--- src/rtl/multiword_adder_pkg.sv ---
// Shared types and constants for the multi-word adder sequencer.
package multiword_adder_pkg;

  localparam int BYTE_W = 8;

  typedef enum logic [1:0] {
    IDLE = 2'd0,
    RUN  = 2'd1,
    DONE = 2'd2
  } state_t;

endpackage

--- src/rtl/multiword_adder_seq_add8_core.sv ---
// 8-bit ripple-carry adder built from 1-bit full-adder cells; also exposes the
// carry into bit 7 so the caller can form two's-complement overflow.
module add8_fa (
  input  logic x,
  input  logic y,
  input  logic ci,
  output logic s,
  output logic co
);

  assign s  = x ^ y ^ ci;
  assign co = (x & y) | (ci & (x ^ y));

endmodule

module add8_core
  import multiword_adder_pkg::*;
(
  input  logic [BYTE_W-1:0] x,
  input  logic [BYTE_W-1:0] y,
  input  logic              ci,
  output logic [BYTE_W-1:0] s,
  output logic              c7,
  output logic              co
);

  logic [BYTE_W:0] carry_s;

  assign carry_s[0] = ci;

  for (genvar i = 0; i < BYTE_W; i++) begin : g_bit
    add8_fa u_fa (
      .x  (x[i]),
      .y  (y[i]),
      .ci (carry_s[i]),
      .s  (s[i]),
      .co (carry_s[i+1])
    );
  end

  assign c7 = carry_s[BYTE_W-1];
  assign co = carry_s[BYTE_W];

endmodule

--- src/rtl/multiword_adder_seq_chk.sv ---
// Protocol checks for the sequencer: done is a single-cycle pulse inside busy,
// and the byte index stays in range.
module multiword_adder_seq_chk #(
  parameter int NBYTES = 4,
  parameter int IDXW   = $clog2(NBYTES)
) (
  input logic            clk,
  input logic            rst,
  input logic            busy,
  input logic            done,
  input logic [IDXW-1:0] idx
);

  a_done_in_busy : assert property (@(posedge clk) disable iff (rst) done |-> busy);
  a_done_pulse   : assert property (@(posedge clk) disable iff (rst) done |=> !done);
  a_idx_range    : assert property (@(posedge clk) disable iff (rst)
                                    32'(idx) <= (NBYTES - 1));

endmodule

--- src/rtl/multiword_adder_seq.sv ---
// Multi-word adder: one shared 8-bit adder, one byte per clock, LSB first.
// Optional subtract mode under `MULTIWORD_ADDER_SUB_EN` (adds the sub port).
module multiword_adder_seq
  import multiword_adder_pkg::*;
#(
  parameter int NBYTES = 4,
  parameter int IDXW   = $clog2(NBYTES)
) (
  input  logic                     clk,
  input  logic                     rst,
  input  logic                     start,
  input  logic [BYTE_W*NBYTES-1:0] a,
  input  logic [BYTE_W*NBYTES-1:0] b,
  input  logic                     cin,
`ifdef MULTIWORD_ADDER_SUB_EN
  input  logic                     sub,
`endif
  output logic                     busy,
  output logic                     done,
  output logic [BYTE_W*NBYTES-1:0] sum,
  output logic                     cout,
  output logic                     ovf
);

  localparam int W = BYTE_W * NBYTES;

  typedef logic [NBYTES-1:0][BYTE_W-1:0] bytes_t;

  state_t            state_q, state_d;
  bytes_t            a_q, a_d;
  bytes_t            b_q, b_d;
  bytes_t            sum_q, sum_d;
  logic              carry_q, carry_d;
  logic [IDXW-1:0]   idx_q, idx_d;
  logic              busy_q, busy_d;
  logic              done_q, done_d;
  logic              cout_q, cout_d;
  logic              ovf_q, ovf_d;

  logic              sub_s;
  logic [W-1:0]      b_eff_s;
  logic              cin_eff_s;
  logic [BYTE_W-1:0] core_s;
  logic              core_c7;
  logic              core_co;
  logic              last_byte_s;

`ifdef MULTIWORD_ADDER_SUB_EN
  assign sub_s = sub;
`else
  assign sub_s = 1'b0;
`endif

  // Subtraction is a + ~b + ~cin, so invert B and the carry once at accept.
  assign b_eff_s   = sub_s ? ~b : b;
  assign cin_eff_s = sub_s ? ~cin : cin;

  add8_core u_core (
    .x  (a_q[idx_q]),
    .y  (b_q[idx_q]),
    .ci (carry_q),
    .s  (core_s),
    .c7 (core_c7),
    .co (core_co)
  );

  assign last_byte_s = (idx_q == IDXW'(NBYTES - 1));

  always_comb begin
    state_d = state_q;
    a_d     = a_q;
    b_d     = b_q;
    sum_d   = sum_q;
    carry_d = carry_q;
    idx_d   = idx_q;
    busy_d  = busy_q;
    done_d  = 1'b0;
    cout_d  = cout_q;
    ovf_d   = ovf_q;
    case (state_q)
      IDLE: begin
        if (start) begin
          a_d     = bytes_t'(a);
          b_d     = bytes_t'(b_eff_s);
          carry_d = cin_eff_s;
          sum_d   = '0;
          cout_d  = 1'b0;
          ovf_d   = 1'b0;
          idx_d   = '0;
          busy_d  = 1'b1;
          state_d = RUN;
        end else begin
          busy_d  = 1'b0;
          state_d = IDLE;
        end
      end
      RUN: begin
        sum_d[idx_q] = core_s;
        carry_d      = core_co;
        if (last_byte_s) begin
          cout_d  = core_co;
          ovf_d   = core_c7 ^ core_co;
          done_d  = 1'b1;
          state_d = DONE;
        end else begin
          idx_d   = idx_q + IDXW'(1);
          state_d = RUN;
        end
      end
      DONE: begin
        busy_d  = 1'b0;
        state_d = IDLE;
      end
      default: begin
        busy_d  = 1'b0;
        state_d = IDLE;
      end
    endcase
  end

  always_ff @(posedge clk) begin
    if (rst) begin
      state_q <= IDLE;
      a_q     <= '0;
      b_q     <= '0;
      sum_q   <= '0;
      carry_q <= 1'b0;
      idx_q   <= '0;
      busy_q  <= 1'b0;
      done_q  <= 1'b0;
      cout_q  <= 1'b0;
      ovf_q   <= 1'b0;
    end else begin
      state_q <= state_d;
      a_q     <= a_d;
      b_q     <= b_d;
      sum_q   <= sum_d;
      carry_q <= carry_d;
      idx_q   <= idx_d;
      busy_q  <= busy_d;
      done_q  <= done_d;
      cout_q  <= cout_d;
      ovf_q   <= ovf_d;
    end
  end

  assign busy = busy_q;
  assign done = done_q;
  assign sum  = W'(sum_q);
  assign cout = cout_q;
  assign ovf  = ovf_q;

  multiword_adder_seq_chk #(
    .NBYTES (NBYTES),
    .IDXW   (IDXW)
  ) u_chk (
    .clk  (clk),
    .rst  (rst),
    .busy (busy_q),
    .done (done_q),
    .idx  (idx_q)
  );

endmodule

--- config.mk ---
export PLATFORM = sky130hd
export DESIGN_NAME = multiword_adder_seq
export DESIGN_NICKNAME = d
export VERILOG_FILES = /design/src/rtl/multiword_adder_pkg.sv /design/src/rtl/multiword_adder_seq_add8_core.sv /design/src/rtl/multiword_adder_seq_chk.sv /design/src/rtl/multiword_adder_seq.sv
export SDC_FILE = /design/constraint.sdc
export NUM_CORES = 1
export LEC_CHECK = 0
export ABC_AREA = 1
export BUFFER_PORTS_ARGS = -buffer_cell sky130_fd_sc_hd__buf_2
export CORE_UTILIZATION = 34
export CTS_BUF_LIST = sky130_fd_sc_hd__clkbuf_4 sky130_fd_sc_hd__clkbuf_8
export DETAILED_ROUTE_END_ITERATION = 10
export PLACE_DENSITY = 0.52
export SETUP_SLACK_MARGIN = 0.3
export SLEW_MARGIN = 20
export SYNTH_ARGS = -nofsm -noshare
export SYNTH_HDL_FRONTEND = slang
export SYNTH_SLANG_ARGS = --single-unit
--- constraint.sdc ---
create_clock -name clk -period 6.65 [get_ports clk]
set_input_delay 0.3325 -clock clk [delete_from_list [all_inputs] [get_ports clk]]
set_output_delay 0.3325 -clock clk [all_outputs]
set_load 0.1 [all_outputs]
==> results.cfg, run 1 <==
[status]
status = finished clean

[cts]
clock_path_buffers = 2
cts_buffers = 9
cts_sinks = 105
worstSkewPairLatency_ps = 370
cts_setup_buffers = 0
hold_buffers = 0
cts_root_buf = clkbuf_8
tritoncts = built
cts_resized = 0
clk_pin_slew_ps = 80
htreeDepth = 3

[synthesis]
synth_top_cell_area_share = 0.469
synth_top_area_cell = dfxtp_1
ys_warn_count = 0
synth_commonest_cells = nor2_1, dfxtp_1, o21ai_0, nand2_1, nand3_1
yosysSeqAreaShare = 0.469
synth_edf_count = 0
avgSynthCellArea_sq_um = 7.58
ys_types = 22
post-synth-top-count-cell = nor2_1
synth_cells = 591
synthesis.area_sq_um = 4480
synth_nets = 671
ys_top_cells_by_area = dfxtp_1, nor2_1, o21ai_0
async_reset_ff_frac = 0
ys_seq_elements = 105
ys.flop_type = dfxtp_1

[routing]
drt_first_pass_iters = 5
drt_first_iter_violations = 241
postRouteWirelength_um = 11600
route.detailed.wl_per_inst_um = 13.7
drtAntennaViolNets = 0
vias_per_cell = 4.71
vias = 3957
drc = 0

[power_and_ir_drop]
p_leak_nw = 2.24
seqPwrFrac = 0.487
p_sw_w = 0.000503
p_comb_frac = 0.264
power_frac_clock = 0.249
intPower_w = 0.000956
power_density_nw_per_um2 = 282
p_total_w = 0.00146
switching_share = 0.345
vdd_ir_drop_max_uv = 115

[setup_path]
start_kind = flop
crit_start = idx_q[0]$_SDFFE_PP0P_
crit_arrival_ps = 5530
path_max_fanout = 37
cp-end-kind = flop
required_ps = 6890
regToRegStartpoint = idx_q[0]$_SDFFE_PP0P_
worstSetupPathType = flop to flop

[floorplanning]
start_util = 0.352
chipWidth_um = 117
rows = 41
ios = 104
fp.dieH_um = 117
die_area_sq_um = 13600
coreArea_sq_um = 12700

[run]
max-cap-violations = 0

[worst_hold_path]
holdCritPathClass = input port to flop
worstHoldStart = a[18]

[placed_design]
port_buffers = 103
hpwl_um = 8280
postPlaceCellArea_sq_um = 5000
dp_cells = 827
place_congestion = 0.766

[final_layout]
fin_cells = 841
layout-drive-gt1-share = 0.193
insertedDiodeCount = 0
synthToLayoutAreaGrowth_pct = 15.5
fin_nets = 746
fin_area_sq_um = 5170

[timing]
max-slew-margin-rel = 0.300
rsz0062_at_grt = false
worstMarginPinSlew_ps = 1050
fin_skew_ps = 7.57
slew_violations = 0
period_minus_slack_ps = 5300
setup_viol = 0
fmax_mhz = 189
min_period_over_period = 0.796
tns_ps = 0
hold_viol = 0

[global_routing]
grtUsageTotal = 0.177
grt_max_degree = 78
grtUsageMet2 = 0.301
grt_pass1_wl_um = 18200
gr-usage-met1 = 0.222
antenna_found_initial = 0
grt-ovfl-total = 0
grt-busiest-layer = met2
grt_use_met3 = 0.0427
grt_pass1_vias = 3623
-- area by class of cell --
class / count / area [sq um]
Fill cell: 1416 / 7550
Sequential cell: 105 / 2100
Multi-Input combinational cell: 420 / 2060
Timing Repair Buffer: 103 / 515
Tap cell: 172 / 215
Clock buffer: 14 / 174
Inverter: 27 / 103
-- critical path, cell delays in order, from the launching register on --
cell	delay (ps)
dfxtp_2	510
inv_1	760
o21ai_0	200
o22a_1	230
fa_1	410
fa_1	390
fa_1	400
fa_1	370
inv_1	70
fa_1	160
inv_1	60
fa_1	410
fa_1	410
inv_1	100
fa_1	490
nand3_1	120
a21oi_1	70
-- cells in the final DEF (no fill, tap or decap) --
cell type | Yosys | layout
a21oi_1 | 28 | 28
nand2_2 | 4 | 4
nand2_1 | 48 | 48
nand3_4 | 1 | 1
dfxtp_1 | 105 | 104
o21ai_0 | 97 | 97
clkinv_2 | 0 | 1
o22a_1 | 11 | 11
nor2_1 | 170 | 170
o22ai_1 | 10 | 10
inv_1 | 24 | 24
nand2_4 | 1 | 1
fa_1 | 8 | 8
inv_2 | 3 | 2
nor2_4 | 1 | 1
clkbuf_8 | 0 | 11
ha_1 | 4 | 4
clkbuf_4 | 0 | 3
o21ai_1 | 1 | 1
dfxtp_2 | 0 | 1
nor2_2 | 1 | 1
buf_2 | 9 | 103
nand3_1 | 35 | 35
-- power by group through the flow --
stage	logic (W)	registers, W	clock network [W]
global placement	0.000381	0.000726	0
CTS	0.000389	0.000711	0.000379
detailed placement	0.000388	0.000726	0
floorplan	0.000224	0.000777	0
global route	0.000430	0.000717	0.000404
finish	0.000385	0.000711	0.000363
-- layer usage --
layer / vias up / part of all wire / routed length (um)
met4: 0 / 0.012 / 140
met5: - / 0 / 0
met1: 1779 / 0.46 / 5300
li1: 2076 / - / -
met3: 11 / 0.051 / 586
met2: 91 / 0.48 / 5530
-- per-stage QoR --
step | util | setup WS [ps] | hold slack (ps)
2_1_floorplan | - | 2250 | 425
3_3_place_gp | 0.393 | 1350 | 446
3_5_place_dp | 0.393 | 1110 | 451
4_1_cts | 0.407 | 1070 | 186
5_1_grt | 0.407 | 952 | 191
6_report | 0.407 | 1350 | 206
-- kinds of logic after synthesis --
family	share of synthesized area
AO/OA/AOI/OAI	0.176
flip-flops	0.469
adder cells (fa/ha/maj)	0.0469
buffers and inverters	0.0704
AND/OR/NAND/NOR	0.238
-- final timing paths --
kind	to	slack, ps	cells after the start
setup reg to reg	sum[23]$_SDFFE_PP0P_	1350	16
hold reg to reg	sum[13]$_SDFFE_PP0P_	460	2
hold / removal	a_q[18]$_SDFFE_PP0P_	210	3
setup / recovery	sum[23]$_SDFFE_PP0P_	1350	16
-- state kept, by name, summed over array words and instances, names as in the netlist, 2 cells and up --
| register | flops |
|---|---|
| a_q | 32 |
| b_q | 32 |
| sum | 32 |
| idx_q | 2 |
| state_q | 2 |
Note: power is estimated with default switching activity, not from simulation.
==> run 2: changes to the inputs <==
- ABC_AREA: 1 -> 0
- PLACE_DENSITY: 0.52 -> 0.54
- clock period: 6.65 -> 4.55 ns (I/O delays scaled with it)
==> results.cfg, run 2 <==
[setup_path]
path_max_fanout = 4
critPathSlowestCell = fa_1
required_ps = 4810
cpPeakStageDelay_ps = 440
worstSetupPathType = flop to flop
cp-end-kind = flop
path_cells = mux4_2, inv_1, fa_2, fa_2, fa_2, fa_2, inv_2, fa_1, inv_1, fa_2, fa_2, inv_1, fa_1, nor2b_4, a22o_1
crit_arrival_ps = 4340
crit_start = idx_q[0]$_SDFFE_PP0P_
start_kind = flop
regToRegStartpoint = idx_q[0]$_SDFFE_PP0P_
cp_common_cell = fa_2

[cts]
worstSkewPairLatency_ps = 370
tritoncts = built
cts_sinks = 105
htreeDepth = 3
hold_buffers = 0
cts_buffers = 9
clock_path_buffers = 2
clk_pin_slew_ps = 90
cts_root_buf = clkbuf_8

[final_layout]
layout_common_cells = nand2_1, dfxtp_1, buf_2
synthToLayoutAreaGrowth_pct = 19.8
layout-drive-gt1-share = 0.295
insertedDiodeCount = 0
layout_commonest_cell = nand2_1
fin_nets = 627
postLayoutCoreUtil = 0.425
fill_cells = 1255

[power_and_ir_drop]
p_leak_nw = 2.14
p_total_w = 0.00191
vdd_ir_drop_max_uv = 181
power_density_nw_per_um2 = 367

[synthesis]
post-synth-top-count-cell = nand2_1
ys_seq_elements = 105
async_reset_ff_frac = 0
synthesis.area_sq_um = 4350
synth_commonest_cells = nand2_1, dfxtp_1, a21oi_1, a22o_1, inv_1
ys_types = 34
yosysSeqAreaShare = 0.483
synth_top_cell_area_share = 0.483
synth_top_area_cell = dfxtp_1
synth_nets = 535
ys_top_cells_by_area = dfxtp_1, nand2_1, mux4_2
synth_edf_count = 0
synth_cells = 455
avgSynthCellArea_sq_um = 9.56
ys.flop_type = dfxtp_1
ys_warn_count = 0

[routing]
drc = 0
drtAntennaViolNets = 0
route.detailed.wl_per_inst_um = 14.3
vias = 3434
vias_per_cell = 4.77
drt_first_iter_violations = 261
drt_first_pass_iters = 4
postRouteWirelength_um = 10300

[global_routing]
grtUsageTotal = 0.166
antenna_found_initial = 0
grt_pass1_vias = 3370
grt-ovfl-total = 0
grt_max_degree = 83
grt_pass1_wl_um = 16800

[timing]
fmax_mhz = 245
tns_ps = 0
max-slew-margin-rel = 0.394
fin_skew_ps = 8.08
slew_violations = 0
min_period_over_period = 0.896
hold_viol = 0
period_minus_slack_ps = 4080
postLayoutSetupSlackWorst_ps = 475
setup_viol = 0
worstMarginPinSlew_ps = 909
rsz0062_at_grt = false

[placed_design]
hpwl_um = 7410
port_buffers = 103
place_congestion = 0.736
dp_slack_ps = 102

[status]
status = finished clean

[worst_hold_path]
worstHoldStart = a[27]
holdCritPathClass = input port to flop

[floorplanning]
rows = 40
coreArea_sq_um = 12300
die_area_sq_um = 13300
start_util = 0.355
ios = 104
fp.dieH_um = 115
chipWidth_um = 115

[run]
max-cap-violations = 0
[run 2: worst paths after layout]
path	endpoint	slack [ps]	cells after the start
setup / recovery	sum[15]$_SDFFE_PP0P_	470	15
hold / removal	a_q[27]$_SDFFE_PP0P_	90	3
setup reg to reg	sum[15]$_SDFFE_PP0P_	470	15
hold reg to reg	a_q[14]$_SDFFE_PP0P_	460	2
[run 2: critical path, delay by kind of cell (launching register included)]
kind	cells	cell delay, ps
AND/OR/NAND/NOR	1	160
flip-flops	1	380
AO/OA/AOI/OAI	1	230
buffers and inverters	4	230
multiplexers	1	320
adder cells (fa/ha/maj)	8	2650
[run 2: report_power, final]
group	internal (W)	leakage [nW]	switching, W
registers	0.000960	0.858	0.0000249
logic	0.000108	1.17	0.000179
clock network	0.000338	0.115	0.000305
[run 2: routing by layer]
| layer | vias up | track usage | share of wire |
|---|---|---|---|
| li1 | 1729 | - | - |
| met1 | 1604 | 0.216 | 0.48 |
| met2 | 92 | 0.273 | 0.47 |
| met3 | 9 | 0.0395 | 0.039 |
| met4 | 0 | 0.0519 | 0.0093 |
| met5 | - | 0 | 0 |
[run 2: kinds of logic (layout without fill, tap and decap cells)]
| group | after synthesis | count (layout) | share of synthesized area |
|---|---|---|---|
| buf+inv | 55 | 152 | 0.0658 |
| mux | 22 | 22 | 0.0975 |
| simple gates | 151 | 151 | 0.141 |
| compound gates | 109 | 109 | 0.162 |
| xor+xnor | 1 | 1 | 0.00201 |
| fa+ha+maj | 12 | 12 | 0.0483 |
| flops | 105 | 105 | 0.483 |
[run 2: through the flow]
| step | cells | area (sq um) | hold slack [ps] |
|---|---|---|---|
| floorplan | 455 | 4360 | 363 |
| global placement | 701 | 4940 | 441 |
| detailed placement | 701 | 4940 | 446 |
| CTS | 720 | 5210 | 67.2 |
| global route | 720 | 5210 | 57.7 |
| finish | 720 | 5210 | 87.1 |
[run 2: cell type report]
type | instances | area, sq um | area share
Clock buffer | 11 | 151 | 0.0290
Clock inverter | 5 | 77.6 | 0.0149
Inverter | 23 | 86.3 | 0.0166
Multi-Input combinational cell | 295 | 1990 | 0.382
Sequential cell | 105 | 2110 | 0.404
Tap cell | 168 | 210 | 0.0403
Timing Repair Buffer | 113 | 591 | 0.113
[run 2: repair_timing]
item	CTS	global route
setup endpoints to repair	3	3
gates resized for setup	7	2
pin swaps	4	3
setup buffers	3	0
==> run 3: changes to the inputs <==
- SYNTH_HIERARCHICAL: not set -> 1
==> results.cfg, run 3 <==
[cts]
clk_pin_slew_ps = 90
htreeDepth = 3
tritoncts = built
cts_buffers = 9
cts_root_buf = clkbuf_8
worstSkewPairLatency_ps = 370
cts_sinks = 105
clock_path_buffers = 2

[placed_design]
hpwl_um = 7780
port_buffers = 103
dp_slack_ps = 184
place_congestion = 0.746
postPlaceCellArea_sq_um = 4980

[floorplanning]
chipWidth_um = 115
ios = 104
coreArea_sq_um = 12300
fp.dieH_um = 115
start_util = 0.355
rows = 40
die_area_sq_um = 13200

[synthesis]
synth_commonest_cells = nand2_1, dfxtp_1, a21oi_1, a22o_1
synth_nets = 540
ys_types = 35
synthesis.area_sq_um = 4350
ys_top_cells_by_area = dfxtp_1, nand2_1, mux4_2
synth_edf_count = 0
ys.flop_type = dfxtp_1
ys_warn_count = 6
post-synth-top-count-cell = nand2_1
synth_top_cell_area_share = 0.483
synth_cells = 459
yosysSeqAreaShare = 0.483
async_reset_ff_frac = 0
synth_top_area_cell = dfxtp_1
ys_seq_elements = 105
avgSynthCellArea_sq_um = 9.47

[final_layout]
fin_area_sq_um = 5260
layout-drive-gt1-share = 0.303
insertedDiodeCount = 0
layout_commonest_cell = nand2_1
layout_common_cells = nand2_1, dfxtp_1, buf_2
fin_nets = 632
synthToLayoutAreaGrowth_pct = 20.9

[power_and_ir_drop]
vdd_ir_drop_max_uv = 138
intPower_w = 0.00139
power_density_nw_per_um2 = 362
p_comb_frac = 0.146
p_leak_nw = 2.18
power_frac_clock = 0.337
switching_share = 0.269
p_sw_w = 0.000511
seqPwrFrac = 0.517

[routing]
postRouteWirelength_um = 10900
vias = 3439
drt_first_pass_iters = 5
vias_per_cell = 4.76
drc = 0
drt_first_iter_violations = 207
drtAntennaViolNets = 0
route.detailed.wl_per_inst_um = 15.0

[worst_hold_path]
holdCritPathClass = input port to flop

[timing]
rsz0062_at_grt = true
slew_violations = 0
whs_ps = 78.3
min_period_over_period = 0.948
period_minus_slack_ps = 4310
hold_viol = 0
fmax_mhz = 232
worstMarginPinSlew_ps = 693
setup_viol = 0
tns_ps = 0
postLayoutSetupSlackWorst_ps = 236
fin_skew_ps = 8.87
max-slew-margin-rel = 0.538

[global_routing]
grt_pass1_vias = 3463
grtUsageTotal = 0.174
grtUsageMet2 = 0.277
grt-busiest-layer = met2
grt_use_met3 = 0.0448
grt_pass1_wl_um = 17500
gr-usage-met1 = 0.234
grt-ovfl-total = 0
antenna_found_initial = 0
grt_max_degree = 67

[run]
max-cap-violations = 0

[status]
status = finished clean

[setup_path]
start_kind = flop
worstSetupPathType = flop to flop
crit_arrival_ps = 4620
cp-end-kind = flop
path_max_fanout = 4
required_ps = 4860
-- run 3: changes by cell type after synthesis, sizes merged, moves of 3 or more --
| cell | previous run | this run |
|---|---|---|
| and3 | 0 | 3 |
| clkbuf | 9 | 13 |
| inv | 23 | 5 |
| mux2i | 3 | 9 |
| nand2 | 128 | 144 |
| nor2 | 7 | 1 |
| nor2b | 2 | 8 |
| o2bb2ai | 6 | 0 |
-- run 3: power groups by stage --
stage	registers [W]	logic, W	clock network (W)
2_1_floorplan	0.00104	0.000161	0
3_3_place_gp	0.00100	0.000273	0
3_5_place_dp	0.00101	0.000277	0
4_1_cts	0.000983	0.000281	0.000662
5_1_grt	0.000989	0.000306	0.000695
6_report	0.000983	0.000278	0.000642
-- run 3: kinds of logic (layout without fill, tap and decap cells) --
group | Yosys count | count (layout) | share of synthesized area
compound gates | 103 | 103 | 0.147
xor+xnor | 1 | 1 | 0.00201
fa+ha+maj | 13 | 13 | 0.0512
buf+inv | 39 | 135 | 0.0417
flops | 105 | 105 | 0.483
mux | 28 | 28 | 0.111
simple gates | 170 | 170 | 0.163
-- run 3: cell type report --
cell class                 count  area (sq um)
multi-input combinational    315          2090
sequential                   105          2110
clock buffer                  11           145
fill                        1227          7000
tap                          168           210
timing repair buffer         115           606
inverter                       5          18.8
clock inverter                 4          76.3
-- run 3: worst paths after layout --
path,from,end,slack (ps),depth (start not counted)
max,idx_q[1]$_SDFFE_PP0P_,sum[31]$_SDFFE_PP0P_,240,11
min,a[12],a_q[12]$_SDFFE_PP0P_,80,3
min reg2reg,a_q[30]$_SDFFE_PP0P_,a_q[30]$_SDFFE_PP0P_,460,2
max reg2reg,idx_q[1]$_SDFFE_PP0P_,sum[31]$_SDFFE_PP0P_,240,11
-- run 3: routing by layer --
layer	part of all wire	wire length, um	vias up
li1	-	-	1738
met1	0.48	5220	1590
met2	0.45	4900	100
met3	0.057	617	11
met4	0.013	144	0
met5	0	0	-
-- run 3: worst max-delay path: stages, from the launching register on --
cell and delay [ps]:
dfxtp_2 350, mux4_2 520, fa_2 400, fa_2 360
fa_2 360, fa_2 360, fa_2 360, fa_2 360
fa_2 380, fa_2 590, nand3_2 80, mux2i_1 140
-- run 3: stage by stage --
stage                      util  power (W)  instances
after global routing      0.429    0.00199        723
after detailed placement  0.406    0.00128        702
final                     0.429    0.00190        723
after floorplan               -    0.00120        459
after CTS                 0.428    0.00193        721
after global placement    0.406    0.00128        702
-- run 3: timing repair --
item                       4_1_cts  5_1_grt
resized for setup                2        0
pin swaps                        4        4
buffers inserted                 4        2
setup endpoints to repair        6        6
hold buffers                     0        0
